### src/rtl/uart_defs.sv
// ---------------------------------------------------------------------------
// uart_defs
// Shared definitions for the host UART link (receiver now, transmitter later).
//   uart_state_e              : receiver FSM state encodings
//   UART_CLKS_PER_BIT_DEFAULT : 100 MHz / 115200 baud
//   half_bit_clks()           : clocks from start-bit edge to mid-bit sample
// ---------------------------------------------------------------------------
package uart_defs;

    typedef enum logic [2:0] {
        ST_IDLE  = 3'd0,
        ST_START = 3'd1,
        ST_DATA  = 3'd2,
        ST_STOP  = 3'd3,
        ST_BREAK = 3'd4
    } uart_state_e;

    localparam int UART_CLKS_PER_BIT_DEFAULT = 868;

    function automatic int half_bit_clks(input int clks_per_bit);
        return clks_per_bit / 2;
    endfunction

endpackage

### src/rtl/sync_2ff.sv
// ---------------------------------------------------------------------------
// sync_2ff
// Generic two-flop synchronizer for asynchronous level inputs.
//   WIDTH     : number of independent bits synchronized
//   RESET_VAL : value both flop stages take during reset
// Ports:
//   clk   in   destination clock
//   rst_n in   asynchronous active-low reset
//   d_i   in   asynchronous input
//   q_o   out  synchronized output (two clk edges of latency)
// ---------------------------------------------------------------------------
module sync_2ff #(
    parameter int               WIDTH     = 1,
    parameter logic [WIDTH-1:0] RESET_VAL = '0
) (
    input  logic             clk,
    input  logic             rst_n,
    input  logic [WIDTH-1:0] d_i,
    output logic [WIDTH-1:0] q_o
);

    logic [WIDTH-1:0] meta_q;
    logic [WIDTH-1:0] sync_q;

    // NOTE: sequential state uses non-blocking assignments so both stages
    // update from pre-edge values; blocking here would collapse the chain.
    always_ff @(posedge clk or negedge rst_n) begin
        if (!rst_n) begin
            meta_q <= RESET_VAL;
            sync_q <= RESET_VAL;
        end else begin
            meta_q <= d_i;
            sync_q <= meta_q;
        end
    end

    assign q_o = sync_q;

endmodule

### src/rtl/uart_rx.sv
// ---------------------------------------------------------------------------
// uart_rx
// 8N1 serial receiver (LSB first, idle high) with a one-entry valid/ready
// output buffer. Bits are sampled at mid-bit, timed from the falling edge of
// the start bit.
//   CLKS_PER_BIT : clk cycles per bit, must be >= 4
// Ports:
//   clk       in   system clock
//   reset     in   asynchronous active-low reset
//   rxd       in   raw serial line, asynchronous to clk
//   data      out  received byte, stable while valid
//   valid     out  a byte is held in data
//   ready     in   consumer accepts when valid && ready
//   busy      out  a frame is in progress (state != IDLE)
//   frame_err out  one-cycle pulse: stop bit sampled as 0
//   overrun   out  one-cycle pulse: good byte arrived while buffer full
// ---------------------------------------------------------------------------
module uart_rx
    import uart_defs::*;
#(
    parameter int CLKS_PER_BIT = UART_CLKS_PER_BIT_DEFAULT
) (
    input  logic       clk,
    input  logic       reset,
    input  logic       rxd,
    output logic [7:0] data,
    output logic       valid,
    input  logic       ready,
    output logic       busy,
    output logic       frame_err,
    output logic       overrun
);

    localparam int               CNT_W     = $clog2(CLKS_PER_BIT);
    localparam logic [CNT_W-1:0] HALF_LAST = CNT_W'(half_bit_clks(CLKS_PER_BIT) - 1);
    localparam logic [CNT_W-1:0] BIT_LAST  = CNT_W'(CLKS_PER_BIT - 1);

    logic        rx_s;
    uart_state_e state_q;
    logic [CNT_W-1:0] cnt_q;
    logic [2:0]  bit_idx_q;
    logic [7:0]  shift_q;
    logic [7:0]  data_q;
    logic        valid_q;
    logic        busy_q;
    logic        frame_err_q;
    logic        overrun_q;

    // Line idles high, so the synchronizer resets to 1 to avoid a false
    // start bit right after reset release.
    sync_2ff #(
        .WIDTH     (1),
        .RESET_VAL (1'b1)
    ) u_sync_rxd (
        .clk   (clk),
        .rst_n (reset),
        .d_i   (rxd),
        .q_o   (rx_s)
    );

    always_ff @(posedge clk or negedge reset) begin
        if (!reset) begin
            state_q     <= ST_IDLE;
            cnt_q       <= '0;
            bit_idx_q   <= '0;
            shift_q     <= '0;
            data_q      <= '0;
            valid_q     <= 1'b0;
            busy_q      <= 1'b0;
            frame_err_q <= 1'b0;
            overrun_q   <= 1'b0;
        end else begin
            // NOTE: pulse outputs default low every cycle; a later assignment
            // in the case below overrides the default for that cycle only.
            frame_err_q <= 1'b0;
            overrun_q   <= 1'b0;

            // Handshake drains the buffer; a byte completing this same cycle
            // re-fills it below, since the later assignment wins.
            if (valid_q && ready) begin
                valid_q <= 1'b0;
            end

            case (state_q)
                ST_IDLE: begin
                    if (!rx_s) begin
                        cnt_q   <= '0;
                        state_q <= ST_START;
                        busy_q  <= 1'b1;
                    end
                end

                // Re-check the start bit at its middle to reject glitches.
                ST_START: begin
                    if (cnt_q == HALF_LAST) begin
                        cnt_q <= '0;
                        if (!rx_s) begin
                            state_q <= ST_DATA;
                        end else begin
                            state_q <= ST_IDLE;
                            busy_q  <= 1'b0;
                        end
                    end else begin
                        cnt_q <= cnt_q + 1'b1;
                    end
                end

                ST_DATA: begin
                    if (cnt_q == BIT_LAST) begin
                        cnt_q   <= '0;
                        shift_q <= {rx_s, shift_q[7:1]};
                        if (bit_idx_q == 3'd7) begin
                            bit_idx_q <= '0;
                            state_q   <= ST_STOP;
                        end else begin
                            bit_idx_q <= bit_idx_q + 1'b1;
                        end
                    end else begin
                        cnt_q <= cnt_q + 1'b1;
                    end
                end

                ST_STOP: begin
                    if (cnt_q == BIT_LAST) begin
                        cnt_q <= '0;
                        if (rx_s) begin
                            state_q <= ST_IDLE;
                            busy_q  <= 1'b0;
                            if (!valid_q || ready) begin
                                data_q  <= shift_q;
                                valid_q <= 1'b1;
                            end else begin
                                overrun_q <= 1'b1;
                            end
                        end else begin
                            frame_err_q <= 1'b1;
                            state_q     <= ST_BREAK;
                        end
                    end else begin
                        cnt_q <= cnt_q + 1'b1;
                    end
                end

                // Hold here while the line stays low so a break reports once.
                ST_BREAK: begin
                    if (rx_s) begin
                        state_q <= ST_IDLE;
                        busy_q  <= 1'b0;
                    end
                end

                default: begin
                    state_q <= ST_IDLE;
                    busy_q  <= 1'b0;
                end
            endcase
        end
    end

    assign data      = data_q;
    assign valid     = valid_q;
    assign busy      = busy_q;
    assign frame_err = frame_err_q;
    assign overrun   = overrun_q;

endmodule

### config.mk
export PLATFORM = sky130hd
export DESIGN_NAME = uart_rx
export DESIGN_NICKNAME = d
export VERILOG_FILES = /design/src/rtl/uart_defs.sv /design/src/rtl/sync_2ff.sv /design/src/rtl/uart_rx.sv
export SDC_FILE = /design/constraint.sdc
export NUM_CORES = 1
export LEC_CHECK = 0
export BUFFER_PORTS_ARGS = -buffer_cell sky130_fd_sc_hd__clkbuf_2
export CAP_MARGIN = 20
export CELL_PAD_IN_SITES_DETAIL_PLACEMENT = 0
export CELL_PAD_IN_SITES_GLOBAL_PLACEMENT = 1
export CORE_MARGIN = 4
export CORE_UTILIZATION = 47
export CTS_BUF_LIST = sky130_fd_sc_hd__clkbuf_16
export CTS_CLUSTER_DIAMETER = 30
export DETAILED_ROUTE_END_ITERATION = 7
export GPL_TIMING_DRIVEN = 0
export PLACE_DENSITY = 0.85
export RECOVER_POWER = 50
export SLEW_MARGIN = 20
export SYNTH_ARGS = -nofsm -noshare
export SYNTH_HDL_FRONTEND = slang
export SYNTH_HIERARCHICAL = 1
export SYNTH_SLANG_ARGS = --single-unit
### constraint.sdc
create_clock -name clk -period 2.7 [get_ports clk]
set_clock_uncertainty 0.2 [all_clocks]
set_input_delay 0.405 -clock clk [delete_from_list [all_inputs] [get_ports clk]]
set_output_delay 0.405 -clock clk [all_outputs]
set_load 0.02 [all_outputs]
# Word-level counts from Yosys, hierarchy flattened
# Cells that the tools add are included.
dict set report word_totals {
  input_bits 4
  register_bits 38
  out_inout_bits 12
}
dict set report classes {
  n_reduce_logical 11
  n_addsub 2
  mux 31
  n_eq_ne 13
  n_bitwise 1
}
# cell count
set ops {}
lappend ops {{10-bit two-way mux} 3}
lappend ops {{10-bit one-hot mux with 3 select lines} 1}
lappend ops {{3-bit two-way mux} 8}
lappend ops {{1-bit two-way mux} 16}
lappend ops {{3-bit one-hot mux with 5 select lines} 1}
lappend ops {{10-bit by 1-bit adder with 10-bit output (second input constant)} 1}
lappend ops {{10-bit equality test (second input constant)} 1}
lappend ops {{10-bit by 9-bit equality test with 1-bit output (second input constant)} 1}
lappend ops {{2-bit inequality test (second input constant)} 5}
lappend ops {{4-bit AND reduction} 2}
lappend ops {{3-bit by 2-bit equality test with 1-bit output (second input constant)} 2}
lappend ops {{3-bit equality test (second input constant)} 2}
lappend ops {{6-bit AND reduction} 1}
lappend ops {{1-bit one-hot mux with 5 select lines} 1}
lappend ops {{2-bit AND reduction} 2}
lappend ops {{3-bit by 1-bit adder with 3-bit output (second input constant)} 1}
lappend ops {{3-bit by 1-bit equality test with 1-bit output (second input constant)} 1}
lappend ops {{3-bit zero test} 1}
lappend ops {{3-bit nonzero test} 1}
lappend ops {{2-bit two-way mux} 1}
lappend ops {{2-bit by 1-bit inequality test with 1-bit output (second input constant)} 1}
lappend ops {{2-bit OR reduction} 1}
lappend ops {{1-bit logical AND} 1}
lappend ops {{1-bit zero test} 1}
lappend ops {{2 further kinds} 2}

# Logic depth before layout (Yosys ltp)
# Gate-level depths: netlist of run 1.
dict set report logic_depth {
  ltp_word 6
  ltp_mapped 8
  depth_no_buf 7
}

# Cells and area by module
# Netlist of run 1, hierarchy kept.
# mod cells_each area_per_inst_um2 seq_area_each_um2 instances
set modules_own_cells {}
lappend modules_own_cells {uart_rx 149 1724.2 900.9 1}
lappend modules_own_cells {sync_2ff 2 52.6 52.6 1}

# Least setup slack after synthesis of run 1
# OpenSTA, ideal clock, no wires.
dict set report synth_path {
  kind {register -> register}
  startpoint {register cnt_q[0]}
  endpoint {register shift_q[0]}
  stages_incl_launch_ff 7
  t_arrival_ns 1.829
  path_slack_ns 0.547
  setup_time_ns 0.125
  path_cell_list {dfrtp_1 > ha_1 > nand3b_1 > nor4_4 > nor3b_4 > buf_6 > mux2_2}
}
dict set report synth_between {
  elab_chain_len 2
}
# item line_no
set synth_lines {}
lappend synth_lines {{start: declaration} uart_rx.sv:40} ;# logic [CNT_W-1:0] cnt_q;
lappend synth_lines {{start signal: assignment} uart_rx.sv:104} ;# cnt_q <= cnt_q + 1'b1;
lappend synth_lines {{start signal: assignment} uart_rx.sv:119} ;# cnt_q <= cnt_q + 1'b1;
lappend synth_lines {{start signal: assignment} uart_rx.sv:140} ;# cnt_q <= cnt_q + 1'b1;
lappend synth_lines {{10-bit equality test} uart_rx.sv:109} ;# if (cnt_q == BIT_LAST) begin
lappend synth_lines {{2-bit AND reduction (no source line)} --}
lappend synth_lines {{end signal: assignment} uart_rx.sv:111} ;# shift_q <= {rx_s, shift_q[7:1]};
lappend synth_lines {{end: declaration} uart_rx.sv:42} ;# logic [7:0] shift_q;
# Every way passes these cells.
# A chain may end at the register's enable or synchronous reset.

# Final worst setup path of run 1
dict set report layout_path {
  startpoint {register cnt_q[0]}
  endpoint {register shift_q[5]}
}
# The elaborated chain is that of the path after synthesis.

==> metrics, run 1 <==
# Post-CTS Setup Buffers=0; most common cell after layout, fill and taps aside=dfrtp_1; CTS tree=built; post-synth cell types=37; Final min period=2.43 ns; chip height=69.5 um; synthesized area=1780 um^2; Hold Violations, Final=0; clk slew on worst S/H paths=0.05 ns; Routed Wire Length=3150 um; Crit path required time=2.66 ns; Vias=1195; Post-DP HPWL=2170 um; DRC viols=0; part of the Yosys area used for sequential elements=0.537; Antenna Diode Count=0; DR WL/cell=14.1 um; hold depth=0; failing checks=max-capacitance violations, max-slew violations; TritonCTS Buffers=5; Yosys reg bits=38; total core area=3660 um^2; Starting Density=0.485; maxcap violations=1; Nets=182; layout cell share with drive strength beyond 1=0.269; pin count of the biggest net entering global routing=39; routability cong.=0.811; Post-synth EDFFs=0; Max Slew Vio Count=39; CTS root buf=clkbuf_16; Resized cells post-CTS=0; Worst Slack Setup Final=0.272 ns; Tcrit/Tclk final=0.899; # fillers=322; clk_lat worst skew=0.28 ns; grt ovf=0; vias in the first global route=1199; Yosys Warn Count=6; Detailed Route Iter0 Violations=57; ANT nets after route=0; relative slew slack=-0.328; DR vias/cell=5.36; setup TNS=0 ns; RSZ-0062 raised after global routing=no; top_reg_cell synth=dfrtp_1; Reg2Reg Setup Slack=0.27 ns; area of the multi-input gates=758 um^2; number of hold buffers added after CTS=0; initial antenna violation count=0; final setup vio count=0; DP Worst Slack=0.268 ns; outcome=complete, but fails checks; Clock Path Buffers=2; R2R depth=6; Pwr Total=0.00114 W; IR drop worst, VDD=0.388 mV; max frequency=412 MHz; CTS sink count=38; most frequent cells in the layout=36 x dfrtp_1, 17 x mux2_2, 13 x nor2_1, 10 x clkbuf_2; Buffers on Ports=15; Worst-Margin Slew=1.99 ns; Synth Area per Inst=11.8 um^2; PD cells=553 nW/um^2; ys async rst share=1.00; I/O pin cnt=16; Pre-antenna DRT Iters=4; register area=953 um^2; first-pass GRT wire length=5840 um; Layout Utilization=0.561; FP Rows=22; critical path type=flop to flop; Max H-tree Level=2; Die Wd=69.5 um; startpoint types=flop; crit-path max FO=10; leakage=1.05 nW; Die ar.=4830 um^2; Mapped Nets=159; gr usage total=0.153; Arr. time, crit path=2.39 ns; Layout area overhead=15.6%; Post-Synthesis Cells=151; critical path endpoint category=flop; HP Class=flop to flop
## cells by family (layout without fill, tap and decap cells)
family,after synthesis,after routing,share of synthesized area
adders and majority gates,4,4,0.0282
AOI/OAI and AO/OA,31,31,0.106
DFF,38,38,0.537
buffers and inverters,11,35,0.0366
muxes,19,19,0.120
and+or+nand+nor,48,48,0.173
## path summary, 6_finish.rpt
kind,startpoint,to
max,cnt_q[0],shift_q[5]
min,u_sync_rxd/meta_q,u_sync_rxd/q_o
max reg2reg,cnt_q[0],shift_q[5]
min reg2reg,u_sync_rxd/meta_q,u_sync_rxd/q_o
max in group asynchronous,reset,shift_q[3]
min in group asynchronous,reset,cnt_q[4]
## metrics by stage
step	hold WS, ns	area, um^2	instances
global placement	0.148	1910	214
finish	0.156	2050	223
global route	0.166	2050	223
CTS	0.00284	2050	222
detailed placement	0.149	1910	214
floorplan	-0.0906	1780	151
## cell type report
type,count,area share
plain buffers,6,0.0225
clock buffers,5,0.0609
clock inverters,3,0.00670
inverters,5,0.00914
multi-input cells,102,0.369
flip-flops and latches,38,0.464
well taps,48,0.0292
repair buffers,16,0.0384
## per-layer routing
layer  wire length, um  GRT usage  up-vias
met3               132     0.0507        7
met5                 0          0        -
met2              1510      0.245       17
met1              1450      0.189      577
met4                61     0.0651        0
li1                  -          -      594
## cell usage after synthesis, types with 2 or more instances
| cell type | count | area, um^2 |
|---|---|---|
| o21ai_1 | 2 | 10.0 |
| nand3b_1 | 2 | 15.0 |
| o22ai_1 | 2 | 12.5 |
| nand2_1 | 8 | 30.0 |
| nand2b_1 | 2 | 12.5 |
| o22a_1 | 2 | 17.5 |
| nor4_4 | 2 | 42.5 |
| clkbuf_1 | 2 | 7.51 |
| dfstp_2 | 2 | 52.6 |
| ha_1 | 4 | 50.1 |
| dfrtp_1 | 36 | 901 |
| nor3_1 | 2 | 10.0 |
| a21oi_1 | 8 | 40.0 |
| mux2_2 | 17 | 191 |
| o21ai_0 | 8 | 40.0 |
| inv_1 | 5 | 18.8 |
| or3_1 | 3 | 18.8 |
| nor2_1 | 13 | 48.8 |
| nor3b_1 | 2 | 15.0 |
| nand3_1 | 6 | 30.0 |
| a21o_1 | 4 | 30.0 |
| buf_6 | 3 | 33.8 |
| a31oi_1 | 2 | 12.5 |
## power breakdown
part / leakage, nW / switching [W] / internal, W
registers: 0.504 / 0.000000340 / 0.000573
clock network: 0.0748 / 0.000211 / 0.000335
logic: 0.470 / 0.0000140 / 0.00000316
total: 1.05 / 0.000226 / 0.000910
## flip-flops by register name, summed over array words and instances (netlist names)
signal,cells
data,8
state_q,3
busy,1
valid,1
frame_err,1
overrun,1
u_sync_rxd/q_o,1
cnt_q,10
shift_q,8
bit_idx_q,3
u_sync_rxd/meta_q,1
## worst max-delay path, cell delays in order (launching register included)
cell and delay, ns:
dfrtp_1 0.42, ha_1 0.26, nand3b_1 0.14, nor4_4 0.42, nor3b_4 0.34, buf_6 0.18, mux2_2 0.34
Power figures use the tool's default switching activity.
==> run 2, diff against run 1 <==
Settings changed: CORE_ASPECT_RATIO set to 0.7.
==> run 2 against run 1 <==
  * The flow still finishes with violations (max-capacitance violations, max-slew violations)
  * Highest routed layer unchanged
  * Final area down 0.43%
  * Critical path depth did not move
  * Sequential cell count unchanged
  * Register-to-register slack about the same
  * Via count rose by 0.84%
  * Maximum frequency grew 0.49%
  * Combinational power fell by 6%
  * Critical endpoint unchanged
  * Die area up 0.32%
  * Cell count up 0.45%
==> metrics, run 2 (same netlist as run 1, synthesis figures left out) <==
# fillers=306 (-5.0%); initial antenna violation count=0 (unchanged); I/O pin cnt=16 (unchanged); Vias=1205 (+0.84%); critical path type=flop to flop; Post-Layout Inst Area=2050 um^2 (-0.43%); Min-Delay Endpoint=u_sync_rxd/meta_q; area of the multi-input gates=758 um^2 (unchanged); max frequency=414 MHz (+0.49%); grt ovf=0 (unchanged); maxcap violations=1 (unchanged); chip height=59.4 um (-14%); Layout area overhead=15.1%; met3 Use GR=0.0426 (-0.00817); Max H-tree Level=2 (unchanged); placed inst area=1910 um^2 (+0.13%); Arr. time, crit path=2.37 ns (-0.02 ns); Starting Density=0.496 (+0.0109); Die Wd=81.5 um (+17%); Crit path required time=2.65 ns (about the same); final setup vio count=0 (unchanged); setup TNS=0 ns (unchanged); Reg2Reg Setup Slack=0.28 ns (about the same); number of hold buffers added after CTS=0 (unchanged); Post-DP HPWL=2200 um (+1.4%); most frequent cells in the layout=36 x dfrtp_1, 17 x mux2_2, 13 x nor2_1, 10 x clkbuf_2; Hold Startpoint=rxd; IR drop worst, VDD=0.366 mV (-5.8%); DR WL/cell=13.7 um (-2.9%); Clock Path Buffers=2 (unchanged); Tcrit/Tclk final=0.895 (-0.00435); M2 GR Usage=0.227 (-0.0173); M1 GR Usage=0.210 (+0.0210); RSZ-0062 raised after global routing=no; outcome=complete, but fails checks; failing checks=max-capacitance violations, max-slew violations; Final min period=2.42 ns (-0.0118 ns); Pwr Total=0.00113 W (-0.85%); # Post-CTS Setup Buffers=0 (unchanged); layout cell share with drive strength beyond 1=0.264 (-0.00420); Die ar.=4840 um^2 (+0.32%); total core area=3580 um^2 (-2.2%); crit-path max FO=10 (unchanged); R2R Path Start=cnt_q[0]; grt peak-use layer=met2; TritonCTS Buffers=5 (unchanged); Resized cells post-CTS=0 (unchanged); routability cong.=0.812 (+0.14%); Pre-antenna DRT Iters=4 (unchanged); critical path endpoint category=flop; gr usage total=0.153 (-0.000205); Hold Violations, Final=0 (unchanged); R2R depth=6 (unchanged); Max Slew Vio Count=39 (unchanged); first-pass GRT wire length=5530 um (-5.3%); DRC viols=0 (unchanged); Nets=181 (-0.55%); startpoint types=flop; Detailed Route Iter0 Violations=62 (+8.8%); Buffers on Ports=15 (unchanged); vias in the first global route=1194 (-0.42%); PD cells=551 nW/um^2 (-0.42%); clk_lat worst skew=0.27 ns (about the same); leakage=1.04 nW (-0.62%); clk slew on worst S/H paths=0.05 ns (about the same); register area=953 um^2 (unchanged); Top reg by flops=cnt_q; max reg flops=10 (unchanged); most common cell after layout, fill and taps aside=dfrtp_1; Worst-Margin Slew=1.94 ns (-0.0497 ns); DR vias/cell=5.38 (+0.39%); CTS tree=built; hold depth=1 (+1); Antenna Diode Count=0 (unchanged); Routed Wire Length=3070 um (-2.5%); ANT nets after route=0 (unchanged); CTS sink count=38 (unchanged); Worst R2R End=shift_q[5]; pin count of the biggest net entering global routing=39 (unchanged); HP Class=input port to flop; FP Rows=18 (-18%); CTS root buf=clkbuf_16; relative slew slack=-0.295 (+0.0332)
## run 2: cell count changes in the layout (fill, tap and decap cells not counted), sizes merged
cell	delta
dlygate4sd3	-1
## run 2: worst max path at each step
| stage | from | endpoint | slack (ns) | depth (start not counted) |
|---|---|---|---|---|
| floorplan | cnt_q[0] | shift_q[0] | 0.55 | 6 |
| global placement | cnt_q[0] | shift_q[4] | 0.30 | 6 |
| detailed placement | cnt_q[0] | shift_q[5] | 0.28 | 6 |
| CTS | cnt_q[0] | shift_q[5] | 0.27 | 6 |
| global route | cnt_q[0] | shift_q[5] | 0.13 | 6 |
| finish | cnt_q[0] | shift_q[5] | 0.28 | 6 |
## run 2: final cells by class
class	count	area share
clock buffers	5	0.0612
multi-input cells	102	0.371
plain buffers	6	0.0226
clock inverters	3	0.00612
inverters	5	0.00917
flip-flops and latches	38	0.466
well taps	50	0.0306
repair buffers	15	0.0336
## run 2: power breakdown
part           total (W)  internal (W)  switching [W]
combinational  0.0000160    0.00000224      0.0000137
clock           0.000537      0.000333       0.000204
sequential      0.000573      0.000573    0.000000523
## run 2: metal layers
layer	vias up	routed length, um
li1	584	-
met1	594	1510
met2	22	1380
met3	5	148
met4	0	33
met5	-	0
## run 2: metrics by stage
stage | instances | worst slack, ns | hold WS (ns) | util
2_1_floorplan | 151 | 0.547 | -0.0906 | -
3_3_place_gp | 216 | 0.305 | 0.148 | 0.535
3_5_place_dp | 216 | 0.280 | 0.150 | 0.535
4_1_cts | 224 | 0.268 | 0.0144 | 0.573
5_1_grt | 224 | 0.133 | 0.00702 | 0.571
6_report | 224 | 0.284 | 0.0167 | 0.571
## run 2: worst max-delay path: stages (launching register included)
cell	delay, ns
dfrtp_1	0.42
ha_1	0.26
nand3b_1	0.14
nor4_4	0.40
nor3b_4	0.35
buf_6	0.19
mux2_2	0.34
